--- config.mk ---
export PLATFORM = sky130hd
export DESIGN_NAME = reset_sequencer
export DESIGN_NICKNAME = d
export VERILOG_FILES = /design/src/rtl/reset_sequencer.sv
export SDC_FILE = /design/constraint.sdc
export NUM_CORES = 1
export LEC_CHECK = 0
export BUFFER_PORTS_ARGS = -buffer_cell sky130_fd_sc_hd__buf_2
export CAP_MARGIN = 20
export CORE_MARGIN = 4
export CORE_UTILIZATION = 40
export CTS_BUF_LIST = sky130_fd_sc_hd__clkbuf_8 sky130_fd_sc_hd__clkbuf_16
export DETAILED_ROUTE_END_ITERATION = 12
export PLACE_DENSITY = 0.55
export SYNTH_ARGS = -nofsm -noshare
export SYNTH_HDL_FRONTEND = slang
export SYNTH_SLANG_ARGS = --single-unit
--- constraint.sdc ---
create_clock -name CLK -period 5.2 [get_ports CLK]
set_clock_uncertainty 0.15 [all_clocks]
set_input_delay 1.04 -clock CLK [delete_from_list [all_inputs] [get_ports CLK]]
set_output_delay 1.04 -clock CLK [all_outputs]
set_load 0.1 [all_outputs]
--- src/rtl/reset_sequencer.sv ---
// reset_sequencer: lock-qualified reset generator releasing NCH active-low
// resets in staged order after a programmable hold time.
module reset_sequencer #(
  parameter int NCH       = 4,
  parameter int HOLD_CYC  = 100,
  parameter int GAP_CYC   = 16,
  parameter int LOCK_FILT = 8,
  parameter int CNT_W     = 8
) (
  input  logic           CLK,
  input  logic           RST_X,
  input  logic           LOCKED,
  input  logic           SOFT_RST,
  output logic [NCH-1:0] RST_X_O,
  output logic           READY
);
  localparam int IDX_W = NCH > 1 ? $clog2(NCH) : 1;
  typedef enum logic [1:0] {WAIT_LOCK, STRETCH, RELEASE, RUN} state_t;
  state_t state, state_n;
  logic sync_a, lock_s;
  logic [CNT_W-1:0] cnt, cnt_n, lim;
  logic [IDX_W-1:0] idx, idx_n;
  logic [NCH-1:0] rst_o_n, shifted;
  logic ready_n;
  // Shifting a 1 in from the bottom keeps the outputs thermometer-coded.
  assign shifted = NCH'({RST_X_O, 1'b1});
  assign lim = state == STRETCH ? CNT_W'(HOLD_CYC - 1) : CNT_W'(GAP_CYC - 1);
  always_ff @(posedge CLK)
    if (!RST_X) begin
      sync_a  <= 1'b0;
      lock_s  <= 1'b0;
      state   <= WAIT_LOCK;
      cnt     <= '0;
      idx     <= '0;
      RST_X_O <= '0;
      READY   <= 1'b0;
    end else begin
      sync_a  <= LOCKED;
      lock_s  <= sync_a;
      state   <= state_n;
      cnt     <= cnt_n;
      idx     <= idx_n;
      RST_X_O <= rst_o_n;
      READY   <= ready_n;
    end
  always_comb begin
    state_n = state;
    cnt_n   = cnt;
    idx_n   = idx;
    rst_o_n = RST_X_O;
    ready_n = READY;
    if (state != WAIT_LOCK && (!lock_s || SOFT_RST)) begin
      state_n = lock_s ? STRETCH : WAIT_LOCK;
      cnt_n   = '0;
      idx_n   = '0;
      rst_o_n = '0;
      ready_n = 1'b0;
    end else
      case (state)
        WAIT_LOCK: begin
          cnt_n = lock_s ? cnt + 1'b1 : '0;
          if (lock_s && cnt == CNT_W'(LOCK_FILT - 1)) begin
            state_n = STRETCH;
            cnt_n   = '0;
          end
        end
        STRETCH, RELEASE: begin
          cnt_n = cnt + 1'b1;
          if (cnt == lim) begin
            cnt_n   = '0;
            rst_o_n = shifted;
            ready_n = &shifted;
            state_n = &shifted ? RUN : RELEASE;
            idx_n   = state == RELEASE ? idx + 1'b1 : idx;
          end
        end
        default: ;
      endcase
  end
endmodule

==> impl_metrics.yaml <==
synth:
  syn_nets: 113
  syn_area_um2: 955
  synthFlopType: "dfxtp_1"
  synth-seq-area-share_pct: 35.6
  synthArstFlopShare_pct: 0
  synth_common_cells: "dfxtp_1, a21oi_1, nand2_1, nand3_1, nor2_1"
  syn_area_per_cell_um2: 9.09
  ys_ff_latch: 17
  yosysMostFrequentCell: "dfxtp_1"
  ys_types: 37
  synthTopCellsByArea: "dfxtp_1, ha_1, a21oi_1"
  ys_warn_count: 0
  netlist_instances: 105
  synth_top_area_share_pct: 35.6
  synth_edf_count: 0
  yosysTopAreaCell: "dfxtp_1"
timing:
  post-route-period-util_pct: 43.3
  fin_crit_ps: 2250
  finalSetupTns_ps: 0
  max_freq_mhz: 445
  finalSetupViolations: 0
  worstMarginPinSlew_ps: 568
  whs_ps: 298
  max_slew_margin_pct: 62.1
  slew_viol_final: 0
  grt_setup_unrepaired: "false"
  hold_violations: 0
routing:
  wl_per_cell_um: 14.0
  vias_per_cell: 5.59
  ant_nets: 0
  wl_mm: 2.00
  drc: 0
  drt_iter0_markers: 19
  drtPass1Iterations: 4
  num_vias: 800
power_and_ir_drop:
  power_leakage_nw: 0.364
  vdd_drop_max_mv: 0.130
  p_total_uw: 238
  power_density_nw_per_um2: 224
floorplanning:
  num_rows: 17
  dieArea_um2: 3230
  ios: 9
  start_util_pct: 42.7
  die_w_um: 56.9
  fp.dieH_um: 56.9
  core_area_um2: 2230
grt:
  antenna_found_initial: 0
  use_met1_pct: 19.5
  use_met3_pct: 2.76
  grt_max_degree: 15
  grt_pass1_wl_mm: 3.66
  grt_pass1_vias: 813
  grt_util_met2_pct: 22.1
  top_usage_layer: "met2"
  gr-total-overflow: 0
  grtUsageTotal_pct: 14.5
worst_hold_path:
  worst_hold_path_type: "register to register"
  worstHoldStart: "sync_a"
clock_tree:
  clk_path_buf_depth: 2
  hold_buffers: 0
  cts-root-buf: "clkbuf_8"
  cts_resized: 0
  cts_setup_buffers: 0
  clkTransAtPathRegs_ps: 70
  cts_sinks: 17
  numCtsBuffers: 3
  cts_tree: "done"
  clock_latency_ps: 250
  cts_htree_levels: 1
layout:
  multi_input_area_um2: 581
  regArea_um2: 340
  num-nets-final: 124
  nFillCells: 232
  drive_above_1_share_pct: 15.7
  diodes: 0
  syn_to_final_growth_pct: 11.0
worst_setup_path:
  critPathTopFamily: "buffers and inverters"
  required_ps: 4010
  max_stage_delay_ps: 440
  slowest_stage: "buf_2"
  crit_chain: "buf_2"
  crit_start: "RST_X_O[0]"
  crit_path_start_kind: "register"
  cp-end-kind: "output pin"
  critPathKind: "register to output pin"
  path_max_fanout: 4
  worstReg2RegStart: "cnt[0]"
  worst-path-buf-inv: 1
  worst_ep_arrival_time_ps: 1060
place:
  io_buffers: 8
  hpwlAfterDp_mm: 1.45
  globalplace.congestion: 0.742
job:
  cap_violations: 0
outcome:
  status: "complete, no violations"
-- power breakdown --
group / switching [mW] / total, mW / internal (mW) / leakage (nW)
logic: 0.00460 / 0.00717 / 0.00257 / 0.200
registers: 0.000787 / 0.132 / 0.131 / 0.137
clock network: 0.0462 / 0.0986 / 0.0525 / 0.0269
-- final timing paths --
path	end	slack, ps	cells past startpoint
min	lock_s	300	1
min reg2reg	lock_s	300	1
max reg2reg	cnt[3]	3120	5
max	RST_X_O[0]	2950	1
-- cells in the final DEF (no fill, tap or decap) --
master / instances
xnor2_1: 3
a211oi_1: 5
dfxtp_1: 17
o221ai_1: 2
o2111ai_1: 2
clkbuf_8: 3
and2_1: 3
nand4_1: 2
a41oi_1: 1
and3_1: 1
o22a_4: 1
o22ai_4: 1
or3b_4: 2
xor2_1: 2
o21ai_0: 3
a21oi_1: 8
inv_1: 6
a21bo_1: 1
nor3_1: 2
nand3_1: 6
nor4b_1: 1
nor3b_1: 2
a31oi_1: 2
mux2i_1: 1
nand2_1: 7
nor2_1: 6
nor3b_2: 1
nand2b_1: 2
ha_1: 4
o21ai_4: 1
a31oi_2: 1
o211ai_1: 2
nand3b_1: 1
nor2b_1: 2
nand4b_1: 1
o21ai_1: 2
buf_2: 8
-- area by class of cell --
type                       instances  area share, %
multi-input combinational         81           54.8
sequential                        17           32.1
clock buffer                       3           3.90
timing repair buffer               8           3.78
tap                               28           3.31
inverter                           5           1.77
clock inverter                     1          0.354
-- sequential cells by signal (all words and copies together) (netlist names) --
register	flops
cnt	8
RST_X_O	4
state	2
READY	1
lock_s	1
sync_a	1
-- cell families after synthesis --
kind of cell               after synthesis  share of synthesized area (%)
xor gates and xnor gates                 5                           4.59
AOI/OAI and AO/OA                       32                           26.2
buffers and inverters                    7                           3.54
and+or+nand+nor                         39                           23.7
DFF                                     17                           35.6
adders and majority gates                4                           5.24
muxes                                    1                           1.05
-- layer usage --
layer | wire length (um) | vias to the layer above
met4 | 42 | 0
met1 | 1000 | 359
li1 | - | 410
met3 | 80 | 5
met5 | 0 | -
met2 | 873 | 26
-- per-stage QoR --
stage	setup WS (ps)	utilization [%]	std cells	instance area, um2
floorplan	3060	-	105	955
global placement	3010	45.4	139	1010
detailed placement	2970	45.4	139	1010
CTS	2940	47.5	143	1060
global route	2870	47.5	143	1060
finish	2950	47.5	143	1060
(Power assumes the default switching activity.)
